**src/rtl/stall_ctrl.sv**
```systemverilog
// Pipeline stall controller: merges ID/EX stall requests with a fixed-latency
// divider sequence and counts stalled cycles.
module stall_ctrl #(
  parameter int DIV_CYCLES = 32
) (
  input  logic        clk,
  input  logic        rst,
  input  logic        stallreq_id,
  input  logic        stallreq_ex,
  input  logic        div_start,
  input  logic        div_annul,
  input  logic        flush,
  output logic [5:0]  stall,
  output logic        div_busy,
  output logic        div_done,
  output logic [31:0] stall_cnt,
  output logic [1:0]  fsm_state
);

  typedef enum logic [1:0] {
    IDLE     = 2'd0,
    DIV_RUN  = 2'd1,
    DIV_DONE = 2'd2
  } state_t;

  localparam logic [5:0] LAST_CNT = 6'(DIV_CYCLES - 1);

  state_t     state, state_nxt;
  logic [5:0] cnt, cnt_nxt;

  always_ff @(posedge clk or negedge rst) begin
    if (!rst) begin
      state <= IDLE;
      cnt   <= 6'd0;
    end else begin
      state <= state_nxt;
      cnt   <= cnt_nxt;
    end
  end

  // Flush and annul abort from any state; a start outside IDLE is ignored.
  always_comb begin
    state_nxt = state;
    cnt_nxt   = cnt;
    if (flush || div_annul) begin
      state_nxt = IDLE;
      cnt_nxt   = 6'd0;
    end else begin
      case (state)
        IDLE: begin
          if (div_start) begin
            state_nxt = DIV_RUN;
            cnt_nxt   = 6'd0;
          end
        end
        DIV_RUN: begin
          if (cnt == LAST_CNT) begin
            state_nxt = DIV_DONE;
            cnt_nxt   = 6'd0;
          end else begin
            cnt_nxt = cnt + 6'd1;
          end
        end
        DIV_DONE: begin
          state_nxt = IDLE;
          cnt_nxt   = 6'd0;
        end
        default: begin
          state_nxt = IDLE;
          cnt_nxt   = 6'd0;
        end
      endcase
    end
  end

  // Outputs are held quiet while reset is low, whatever the inputs do.
  always_comb begin
    stall    = 6'b000000;
    div_busy = 1'b0;
    div_done = 1'b0;
    if (rst) begin
      div_busy = (state == DIV_RUN);
      div_done = (state == DIV_DONE) && !flush && !div_annul;
      if (flush) begin
        stall = 6'b000000;
      end else if ((state == DIV_RUN) || ((state == IDLE) && div_start)) begin
        stall = 6'b001111;
      end else if (stallreq_ex) begin
        stall = 6'b001111;
      end else if (stallreq_id) begin
        stall = 6'b000111;
      end
    end
  end

  always_ff @(posedge clk or negedge rst) begin
    if (!rst) begin
      stall_cnt <= 32'd0;
    end else if (stall[0] && (stall_cnt != 32'hFFFF_FFFF)) begin
      stall_cnt <= stall_cnt + 32'd1;
    end
  end

  assign fsm_state = state;

endmodule

```
**config.mk**
```make
export PLATFORM = sky130hd
export DESIGN_NAME = stall_ctrl
export DESIGN_NICKNAME = d
export VERILOG_FILES = /design/src/rtl/stall_ctrl.sv
export SDC_FILE = /design/constraint.sdc
export NUM_CORES = 1
export LEC_CHECK = 0
export BUFFER_PORTS_ARGS = -buffer_cell sky130_fd_sc_hd__buf_2
export CELL_PAD_IN_SITES_DETAIL_PLACEMENT = 1
export CELL_PAD_IN_SITES_GLOBAL_PLACEMENT = 1
export CORE_UTILIZATION = 40
export DETAILED_ROUTE_END_ITERATION = 8
export PLACE_DENSITY_LB_ADDON = 0.05
export SETUP_SLACK_MARGIN = 0.05
export SLEW_MARGIN = 25
export SYNTH_ARGS = -nofsm -noshare
export SYNTH_HDL_FRONTEND = slang
export SYNTH_SLANG_ARGS = --single-unit
```
**constraint.sdc**
```tcl
create_clock -name clk -period 4 [get_ports clk]
set_input_delay 0.8 -clock clk [delete_from_list [all_inputs] [get_ports clk]]
set_output_delay 0.8 -clock clk [all_outputs]
set_load 0.005 [all_outputs]
```
==> results by stage, run 1 <==
Worst setup path:
- The internal reg-to-reg setup slack is 1.67 ns.
- The setup path with the least slack is of type input pin to output port.
- In this design, the largest share of critical-path delay is due to compound AO/OA/AOI/OAI gates.
- The data arrival time at the worst-slack endpoint is about 2.0 ns.
- The capture instance of the worst register-to-register path is stall_cnt[26].
- The buffers plus inverters on the worst setup path is 2.
- The launch point of the critical path is flush.
- The biggest cell delay along the critical path is about 0.52 ns.
- The critical path's slowest cell is sky130_fd_sc_hd__a31oi_1.
- The launching point of the worst reg2reg path is stall_cnt[0].
- The critical path runs through a total of 4 cells.
- Measured in cells, the most critical reg-to-reg path has a length of 6.
- The endpoint class of the critical path is an output port.
- The cell repeated most along the worst path is sky130_fd_sc_hd__buf_2.
- STA classifies the critical path startpoint as an input pin.
- Walking the worst path, the cells encountered are buf_2 -> or2b_2 -> a31oi_1 -> buf_2.
- In this run the worst path has a maximum fanout of 9.
- The critical path data required time is 3.20 ns.

Run status:
- The run finished with clean final reports.

Power:
- The post-route total power is roughly 860 µW.
- The power density relative to cell area is 363 nW/µm².
- The largest voltage drop on the vdd net is ~0.00021 V.
- The leakage power total is 1.18 nW.

Route:
- The count of unresolved DRC violations after routing is 0.
- In the final routed layout, each cell accounts on average for 16.0 µm.
- The violation count after the first detailed-routing iteration is 65.
- The total iterations of the first detailed-routing run is 4.
- The count of nets left with antenna violations after detail routing is 0.
- The final route contains 1655 vias.
- The sum of routed wire length over all layers is a little under 5 mm.
- In the routed layout, each cell is associated on average with a via count of 5.43.

Die:
- In this run the horizontal extent of the chip is about 73 µm.
- The core region is 4750 µm².
- The die covers 5290 µm².
- The number of top-level pins is slightly below 50.
- The starting density of the core is 42.1%.
- The die is 72.7 µm tall.
- The floorplan row count is 25.

STA:
- Timing would allow up to 360 MHz.
- Counting I/O delays and the setup requirement, the final critical path takes ~2.8 ns.
- The part of the cycle the worst path needs is 69.4%.
- The final setup violation count is 0.
- The hold violation total from the final report is 0.
- At the pin with the least slew margin, the transition time is just under 0.9 ns.
- The max-slew headroom at the worst pin is around 41%.
- For the final database, setup skew stands at approximately 0.0064 ns.
- The final max-slew violation count came to 0.
- In the final timing run, aggregate negative setup slack is 0 ns.
- The final hold slack is 0.495 ns.
- Setup repair after global routing left no endpoint under its margin.

Synth:
- The number of flip-flops and latches in the synthesized netlist is 40.
- The cell area after synthesis is about 2000 µm².
- Sequential cells were found to cover ~50% of the synthesized design area.
- The number of flops mapped to enable cells by yosys is 0.
- The area share of the largest cell type after synthesis is 50.0%.
- Synthesis produced 188 cells.
- Among all flip-flop cells after synthesis, the most frequent one is sky130_fd_sc_hd__dfrtp_1.
- The distinct cell type count of the synthesized netlist is 43.
- The biggest area consumer among synthesized cells is sky130_fd_sc_hd__dfrtp_1.
- The share of async-settable or async-resettable flops after synthesis is 100%.
- The commonest cells after synthesis are sky130_fd_sc_hd__dfrtp_1 (40), sky130_fd_sc_hd__xnor2_1 (18), sky130_fd_sc_hd__nand2_1 (15), sky130_fd_sc_hd__nand4_1 (15).
- Yosys instantiated no cell more often than sky130_fd_sc_hd__dfrtp_1.
- In this run the mean area of a mapped cell was 10.6 µm².
- The Yosys step of the flow raised 0 warnings.
- By area the synthesized netlist is led by sky130_fd_sc_hd__dfrtp_1 (50%), sky130_fd_sc_hd__xnor2_1 (7.9%), sky130_fd_sc_hd__nand4_1 (4.7%).

Clock tree:
- The post-CTS setup buffer count is 0.
- Counting along the longest clock path gives a buffer depth of 2.
- Clock tree synthesis inserted a total of 5 buffers.
- At the later pin of the worst-skew pair, clock insertion delay measures 0.30 ns.
- The CTS tree is done.
- The cell at the root of the clock tree is sky130_fd_sc_hd__clkbuf_8.
- The clock transition at the registers of the reported paths is 0.08 ns.
- The H-tree generated during clock tree synthesis spans 2 levels.
- Clock tree synthesis found a total of 40 sinks.
- The hold buffer count at CTS is 0.
- After clock tree synthesis, the repair step resized 0 gates.

Hold path:
- The worst min-delay path startpoint is stall_cnt[28].
- For hold timing, the worst endpoint is stall_cnt[28].
- Along the worst hold path, the cell count comes to 1.
- The path type of the worst min-delay path is flip-flop to flip-flop.

Global route:
- The layer flagged by global routing as most heavily used is met2.
- The initial antenna violation count is 0.
- The global route total overflow is 0.
- The first global-routing pass estimated 7.98 mm of wire.
- Global routing used 24.5% of the available met1 tracks.
- The number of global-route vias before repair is approximately 1700.
- Entering global routing, the biggest net connects 43 pins.
- The met2 capacity usage during global routing is 34.4%.
- For this run, global-route usage on met3 was measured as roughly 3.3%.
- The total global-route track usage is 19.9%.

Layout:
- The number of antenna diodes in the final layout is 0.
- The post-layout instance area is 2370 µm².
- From synthesis to final layout, the design area changed by 18.6%.
- The net total in the final layout is between 200 and 250.
- The layout filler cell count is 544.
- The fraction of layout instances using a drive strength above 1 is 29.0%.

Placement:
- Port buffering added 46 buffers.
- The routability-driven placement congestion ratio is 0.774.
- Summing all placed instances gives a cell area of 2280 µm².
- The half-perimeter wire length after placement is about 3.6 mm.

Flow run:
- The number of max-cap violations is 0.
[state kept, by name, indices dropped and copies added, names as in the netlist]
register,flops
stall_cnt,32
cnt,6
fsm_state,2
[power breakdown]
group / internal, mW / total, mW / switching (mW)
Combinational: 0.0549 / 0.108 / 0.0533
Clock: 0.138 / 0.283 / 0.146
Sequential: 0.433 / 0.469 / 0.0363
Total: 0.626 / 0.861 / 0.235
[stage by stage]
| step | instances | setup slack [ns] | util (%) |
|---|---|---|---|
| CTS | 305 | 1.20 | 49.9 |
| floorplan | 189 | 1.48 | - |
| global route | 305 | 1.09 | 49.9 |
| finish | 305 | 1.22 | 49.9 |
| global placement | 297 | 1.23 | 48.0 |
| detailed placement | 297 | 1.15 | 48.0 |
[worst register-to-register path: stages (launching register included)]
cell                      delay (ns)
sky130_fd_sc_hd__dfrtp_1        0.40
sky130_fd_sc_hd__ha_1           0.21
sky130_fd_sc_hd__nand2_1        0.11
sky130_fd_sc_hd__nor4b_1        0.61
sky130_fd_sc_hd__and3_1         0.46
sky130_fd_sc_hd__nand4_1        0.14
sky130_fd_sc_hd__mux2_2         0.28
[cell type report]
cell class	instances	area [µm²]	share of cell area, %
clock buffers	6	82.6	3.48
clock inverters	2	10.0	0.422
inverters	3	11.3	0.474
multi-input cells	140	947	39.9
flip-flops and latches	40	1000	42.2
well taps	67	83.8	3.53
repair buffers	47	238	10.0
[cell families (layout without fill, tap and decap cells)]
group / count (synthesis) / count (layout) / synth area share (%)
flip-flops: 40 / 40 / 50.0
XOR/XNOR: 27 / 27 / 11.8
AO/OA/AOI/OAI: 25 / 25 / 8.19
multiplexers: 2 / 2 / 1.12
AND/OR/NAND/NOR: 82 / 82 / 24.6
buffers and inverters: 9 / 58 / 2.87
adder cells (fa/ha/maj): 2 / 2 / 1.25
other: 1 / 2 / 0.187
[cells in the final DEF (no fill, tap or decap), types with 2 or more instances in the layout]
master	synthesis	final
sky130_fd_sc_hd__nor4b_1	2	2
sky130_fd_sc_hd__mux2_2	2	2
sky130_fd_sc_hd__nand3_1	9	9
sky130_fd_sc_hd__a21oi_1	5	5
sky130_fd_sc_hd__nor4_1	5	5
sky130_fd_sc_hd__inv_1	3	3
sky130_fd_sc_hd__and4_2	4	4
sky130_fd_sc_hd__nor3_1	5	5
sky130_fd_sc_hd__clkbuf_8	0	6
sky130_fd_sc_hd__xnor2_1	18	18
sky130_fd_sc_hd__xor2_1	9	9
sky130_fd_sc_hd__nand4_1	15	15
sky130_fd_sc_hd__nor2_1	7	7
sky130_fd_sc_hd__a31oi_1	2	2
sky130_fd_sc_hd__and4_1	3	3
sky130_fd_sc_hd__dfrtp_1	40	40
sky130_fd_sc_hd__and3_1	6	6
sky130_fd_sc_hd__nand2_1	15	15
sky130_fd_sc_hd__and2_2	2	2
sky130_fd_sc_hd__clkinv_2	0	2
sky130_fd_sc_hd__buf_2	1	46
sky130_fd_sc_hd__o21ai_0	8	8
sky130_fd_sc_hd__conb_1	1	2
sky130_fd_sc_hd__ha_1	2	2
[layer usage]
metal  routed length [µm]  part of all wire [%]  vias up
met5                    0                     0        -
met4                   97                   2.0        0
met1                 2170                    44      823
met3                  134                   2.7        9
met2                 2470                    51       38
li1                     -                     -      785
[worst max path at each step]
stage	end	slack [ns]
after CTS	stall[2]	1.20
after floorplan	stall[1]	1.48
after global placement	stall[0]	1.23
after detailed placement	stall_cnt[23]	1.15
final	stall[0]	1.22
after global routing	stall[2]	1.09
No activity file was read; power rests on OpenSTA's default activity.
==> inputs of run 2 (changes only) <==
clock period = 2.8 ns   (was 4 ns; I/O delays follow)
==> results by stage, run 2 (synthesis results as in run 1) <==
Global route:
- The global route total overflow is 0 (unchanged).
- The total global-route track usage was 20.9% (+1.0 points).
- The largest net degree at the start of global routing is 43 (unchanged).
- The first-pass GRT wire length is 8.43 mm (+5.7%).
- The number of global-route vias before repair is 1701 (+0.95%).
- The initial antenna violation count came to 0 (unchanged).

STA:
- The total negative slack for setup checks is 0 ns (unchanged).
- The max-slew headroom at the worst pin was 57.1% (+16 points).
- The part of the cycle the worst path needs is 82.5%.
- The fmax is between 400 and 500 MHz.
- The hold violation total from the final report is 0 (unchanged).
- The final setup violation count is 0 (unchanged).
- The final max-slew violation count is 0 (unchanged).
- The actual slew at the worst max-slew pin is 0.635 ns (-0.231 ns).
- Setup repair after global routing left no endpoint under its margin.
- The final setup skew came to 0.00679 ns (+0.000379 ns).
- The routed design could run at a clock period as short as 2.31 ns.

Clock tree:
- The number of buffers on the longest clock path came to 2 (unchanged).
- The insertion delay of the later-clocked pin in the worst-skew pair is 0.29 ns (about the same).
- The TritonCTS buffer count is 5 (unchanged).
- The number of levels in the clock H-tree is 2 (unchanged).
- The cell at the root of the clock tree is sky130_fd_sc_hd__clkbuf_8.
- The number of instances resized during post-cts repair is 0 (unchanged).
- TritonCTS built the clock tree.
- The post-CTS setup buffer count was 0 (unchanged).
- The hold buffer count at CTS is 0 (unchanged).
- The clock sink count is 40 (unchanged).
- The clock transition at the registers of the reported paths is 0.08 ns (about the same).

Die:
- The vertical die dimension was 72.7 µm (unchanged).
- The full die area was 5290 µm² (unchanged).
- The floorplan row count is 25 (unchanged).
- The number of top-level pins came to 49 (unchanged).
- The width of the chip is 72.7 µm (unchanged).
- The standard cell core area is 4750 µm² (unchanged).
- The starting density of the core is 42.1% (unchanged).

Route:
- The average via count per standard cell came to 5.46 (+0.67%).
- The sum of routed wire length over all layers was 5.02 mm (+3.0%).
- The total iterations of the first detailed-routing run is 4 (unchanged).
- The count of unresolved DRC violations after routing came to 0 (unchanged).
- The violation count after the first detailed-routing iteration is 90 (+38%).
- The via count is 1677 (+1.3%).
- The wire length per cell after detailed routing is 16.4 µm (+2.3%).
- The count of nets left with antenna violations after detail routing was 0 (unchanged).

Worst setup path:
- The worst setup path is of the flip-flop to flip-flop kind.
- The data arrival time at the worst-slack endpoint is 2.49 ns (+0.51 ns).
- The critical path data required time is 2.98 ns (-0.22 ns).
- The endpoint class of the critical path is a flip-flop.
- The launching element type of the critical path is a flip-flop.
- The maximum fanout count along the critical path is 11 (+2).

Layout:
- In the layout the commonest cells are sky130_fd_sc_hd__buf_2 (46), sky130_fd_sc_hd__dfrtp_1 (40), sky130_fd_sc_hd__xnor2_1 (18), sky130_fd_sc_hd__nand2_1 (15), sky130_fd_sc_hd__nand4_1 (15).
- Compared with the post-synthesis result, the final layout area differs by 19.2%.
- The net total in the final layout is 248 (+0.81%).
- Leaving out fill and tap cells, the most frequent cell in the layout is sky130_fd_sc_hd__buf_2.
- The area taken by flip-flops and latches is 1000 µm² (unchanged).
- The final cell count without fillers was 307 (+0.66%).
- The register ranked first by flip-flop count is stall_cnt.
- The number of flip-flops in the largest register is 32 (unchanged).
- The multi-input gate area in the final layout is 947 µm² (unchanged).
- The antenna diode count is 0 (unchanged).
- The fraction of layout instances using a drive strength above 1 is 28.7% (-0.24 points).
- The layout filler cell count came to 553 (+1.7%).

Placement:
- The half-perimeter wire length after placement was 3.71 mm (+2.4%).
- The routability-driven placement congestion ratio is 0.778 (+0.53%).
- The number of port buffers is 46 (unchanged).
- The placed instance count is 299 (+0.67%).

Run status:
- The run finished with clean final reports.

Power:
- The power density relative to cell area is 513 nW/µm² (+41%).
- The largest voltage drop on the vdd net is 0.000343 V (+61%).
- The leakage power total is 1.18 nW (+0.43%).

Hold path:
- The path class of the tightest hold or removal check is input pin to asynchronous set/reset pin.

Flow run:
- The number of max-cap violations is 0 (unchanged).
-- run 2: worst max-delay path, stage by stage (launching register included) --
cell                      delay, ns
sky130_fd_sc_hd__dfrtp_1       0.40
sky130_fd_sc_hd__ha_1          0.20
sky130_fd_sc_hd__nand2_1       0.11
sky130_fd_sc_hd__or4b_4        0.54
sky130_fd_sc_hd__o41a_1        0.61
sky130_fd_sc_hd__mux2_2        0.34
-- run 2: routing by layer --
metal / GRT usage (%) / vias to the layer above / wire, µm
met5: 0 / - / 0
li1: - / 787 / -
met4: 6.75 / 0 / 80
met2: 35.2 / 36 / 2480
met1: 26.4 / 846 / 2290
met3: 4.97 / 8 / 173
-- run 2: path summary, 6_finish.rpt --
check	start	to	slack [ns]	depth (start not counted)
min in group clk	stall_cnt[28]	stall_cnt[28]	0.49	1
worst min register to register	stall_cnt[28]	stall_cnt[28]	0.49	1
max in group asynchronous	rst	stall_cnt[21]	2.07	2
worst max register to register	stall_cnt[0]	stall_cnt[1]	0.49	5
worst min-delay path	rst	stall_cnt[16]	0.37	2
worst max-delay path	stall_cnt[0]	stall_cnt[1]	0.49	5
-- run 2: power breakdown --
| part | switching [mW] | internal (mW) |
|---|---|---|
| clock | 0.189 | 0.201 |
| sequential | 0.0540 | 0.619 |
| combinational | 0.0796 | 0.0809 |
| total | 0.322 | 0.901 |
-- run 2: final cells by class --
class,instances,area share (%)
inverters,3,0.472
clock buffers,8,3.78
flip-flops and latches,40,42.0
well taps,67,3.51
repair buffers,49,10.6
multi-input cells,140,39.7
-- run 2: metrics by stage --
stage | hold WS (ns) | setup slack [ns] | power (mW) | area [µm²] | utilization (%)
floorplan | 0.264 | 0.633 | 0.759 | 2010 | -
global placement | 0.475 | 0.533 | 0.835 | 2300 | 48.3
detailed placement | 0.488 | 0.480 | 0.848 | 2300 | 48.3
CTS | 0.387 | 0.478 | 1.25 | 2390 | 50.2
global route | 0.413 | 0.259 | 1.29 | 2390 | 50.2
finish | 0.369 | 0.489 | 1.22 | 2390 | 50.2
==> inputs of run 3 (changes only) <==
CORE_UTILIZATION = 37   (was 40)
clock period = 2.1 ns   (was 2.8 ns; I/O delays follow)
==> results by stage, run 3 (synthesis results as in run 1) <==
Hold path:
- The path type of the worst min-delay path is input pin to asynchronous set/reset pin.

Worst setup path:
- The internal reg-to-reg setup slack came to -0.05 ns (-0.54 ns).
- The number of cell instances on the worst register-to-register path was 4 (-1).
- The data arrival time at the worst-slack endpoint was 2.33 ns (-0.16 ns).
- The worst setup path is of the flip-flop to flip-flop kind.
- STA classifies the critical path startpoint as a flip-flop.
- The endpoint class of the critical path is a flip-flop.
- The critical path data required time is 2.28 ns (-0.70 ns).
- The maximum fanout count along the critical path was 6 (-5).

STA:
- The fmax is 465 MHz (+7.5%).
- The final critical-path required period was 2.15 ns (-0.161 ns).
- The hold violation total from the final report is 0 (unchanged).
- Setup repair after global routing could not meet its margin everywhere.
- The final setup violation count is 2 (+2).
- The final setup skew is 0.00674 ns (-0.0000476 ns).
- The part of the cycle the worst path needs is 102% (+20 points).
- The final worst setup slack came to -0.0500 ns (-0.539 ns).
- The final max-slew violation count is 0 (unchanged).

Route:
- The count of nets left with antenna violations after detail routing is 0 (unchanged).
- The total iterations of the first detailed-routing run is 4 (unchanged).
- The sum of routed wire length over all layers was 5.62 mm (+12%).
- The average via count per standard cell is 5.37 (-1.6%).
- The wire length per cell after detailed routing is 16.9 µm (+3.4%).
- The via count came to 1784 (+6.4%).
- The violation count after the first detailed-routing iteration is 75 (-17%).
- The count of unresolved DRC violations after routing came to 0 (unchanged).

Layout:
- The net total in the final layout came to 270 (+8.9%).
- The area taken by flip-flops and latches is 1000 µm² (unchanged).
- The multi-input gate area in the final layout came to 1040 µm² (+9.4%).
- The final cell count without fillers is 332 (+8.1%).
- The register with the most flip-flops in the final layout is stall_cnt.
- Leaving out fill and tap cells, the most frequent cell in the layout is sky130_fd_sc_hd__buf_2.
- The number of flip-flops in the largest register is 32 (unchanged).
- The layout filler cell count is 605 (+9.4%).
- The fraction of layout instances using a drive strength above 1 is 38.9% (+10 points).
- The library cells used most frequently in the layout, excluding fill and tap cells, are sky130_fd_sc_hd__buf_2 (46), sky130_fd_sc_hd__dfrtp_1 (40), sky130_fd_sc_hd__buf_4 (22), sky130_fd_sc_hd__xnor2_1 (17), sky130_fd_sc_hd__nand4_1 (15).
- The area growth from synthesis to final layout is 32.9%.
- The antenna diode count is 0 (unchanged).

Clock tree:
- The clock sink count is 40 (unchanged).
- The number of buffers on the longest clock path is 2 (unchanged).
- TritonCTS built the clock tree.
- The TritonCTS buffer count is 5 (unchanged).
- The clock transition at the registers of the reported paths came to 0.08 ns (about the same).
- The insertion delay of the later-clocked pin in the worst-skew pair was 0.29 ns (about the same).
- The hold buffer count at CTS was 0 (unchanged).
- The number of levels in the clock H-tree is 2 (unchanged).
- Clock tree synthesis selected as its root buffer the cell sky130_fd_sc_hd__clkbuf_8.

Global route:
- The largest net degree at the start of global routing is 43 (unchanged).
- The first-pass GRT wire length is 9.05 mm (+7.3%).
- The number of global-route vias before repair is 1803 (+6.0%).
- The global route total overflow was 0 (unchanged).
- The initial antenna violation count came to 0 (unchanged).
- The total global-route track usage is 21.5% (+0.62 points).

Placement:
- The routability-driven placement congestion ratio is 0.792 (+1.8%).
- The placed instance count is 319 (+6.7%).
- The worst setup timing slack at the placement stage is -0.0877 ns (-0.567 ns).
- The number of port buffers came to 46 (unchanged).
- The half-perimeter wire length after placement was 3.94 mm (+6.2%).

Power:
- The power density relative to cell area was 693 nW/µm² (+35%).
- The leakage power total came to 1.35 nW (+14%).
- The largest voltage drop on the vdd net is 0.000370 V (+7.9%).

Flow run:
- The number of max-cap violations is 0 (unchanged).

Die:
- The vertical die dimension is 75.6 µm (+3.9%).
- The standard cell core area is 5170 µm² (+8.8%).
- The starting density of the core is 38.7% (-3.4 points).
- The width of the chip is 75.6 µm (+3.9%).
- The number of top-level pins came to 49 (unchanged).
- The full die area is 5710 µm² (+7.9%).
- The floorplan row count is 26 (+4.0%).

Run status:
- The checks that failed: setup timing.
- The flow ran to the end, but the final reports show violations.
-- run 3: cell count changes in the layout (fill, tap and decap cells not counted), sizes merged --
cell and delta:
clkinv +1, clkbuf -2, bufinv +1, o41a +1, buf +21
-- run 3: critical path, cell delays in order, from the launching register on --
cell	delay, ns
sky130_fd_sc_hd__dfrtp_1	0.41
sky130_fd_sc_hd__and4_2	0.31
sky130_fd_sc_hd__or4b_4	0.50
sky130_fd_sc_hd__o41a_1	0.47
sky130_fd_sc_hd__mux2_4	0.35
-- run 3: repair_timing --
| item | CTS | global route |
|---|---|---|
| pin swaps | 10 | 5 |
| endpoints found under the setup margin | 15 | 24 |
| hold endpoints to repair | 0 | 0 |
| resized for setup | 4 | 11 |
| cloned | 1 | 0 |
| buffers inserted | 4 | 0 |
-- run 3: stage by stage --
| stage | hold slack, ns | cell area [µm²] | utilization, % | total power [mW] | TNS (ns) |
|---|---|---|---|---|---|
| after detailed placement | 0.489 | 2430 | 47.0 | 1.17 | -0.253 |
| final | 0.155 | 2660 | 51.5 | 1.84 | -0.0605 |
| after global routing | 0.184 | 2660 | 51.5 | 1.95 | -0.723 |
| after global placement | 0.474 | 2430 | 47.0 | 1.15 | -0.00851 |
| after floorplan | 0.124 | 2010 | - | 1.01 | 0 |
| after CTS | 0.241 | 2600 | 50.2 | 1.85 | -0.0456 |
-- run 3: where the power goes --
group          total [mW]  switching (mW)  internal (mW)  leakage (nW)
Clock               0.618           0.265          0.353        0.0552
Sequential          0.882          0.0571          0.825         0.549
Combinational       0.343           0.157          0.186         0.744
Total                1.84           0.479           1.36          1.35
-- run 3: cell type report --
| type | count | area share, % |
|---|---|---|
| Inverter | 3 | 0.423 |
| Multi-Input combinational cell | 141 | 38.9 |
| Timing Repair Buffer | 70 | 15.7 |
| Clock buffer | 6 | 2.73 |
| Tap cell | 70 | 3.29 |
| Sequential cell | 40 | 37.6 |
| Clock inverter | 2 | 1.32 |
-- run 3: worst paths after layout --
kind / from / end
setup / recovery: stall_cnt[9] / stall_cnt[1]
hold / removal: rst / stall_cnt[16]
setup reg to reg: stall_cnt[9] / stall_cnt[1]
hold reg to reg: stall_cnt[28] / stall_cnt[28]
max in group asynchronous: rst / stall_cnt[22]
min in group clk: div_annul / fsm_state[0]
-- run 3: per-layer routing --
metal  vias to the layer above  GRT usage, %  routed length, µm
met2                        34          38.4               3020
met3                         7          4.23                146
met5                         -             0                  0
met4                         0          6.17                 58
met1                       905          26.2               2390
li1                        838             -                  -
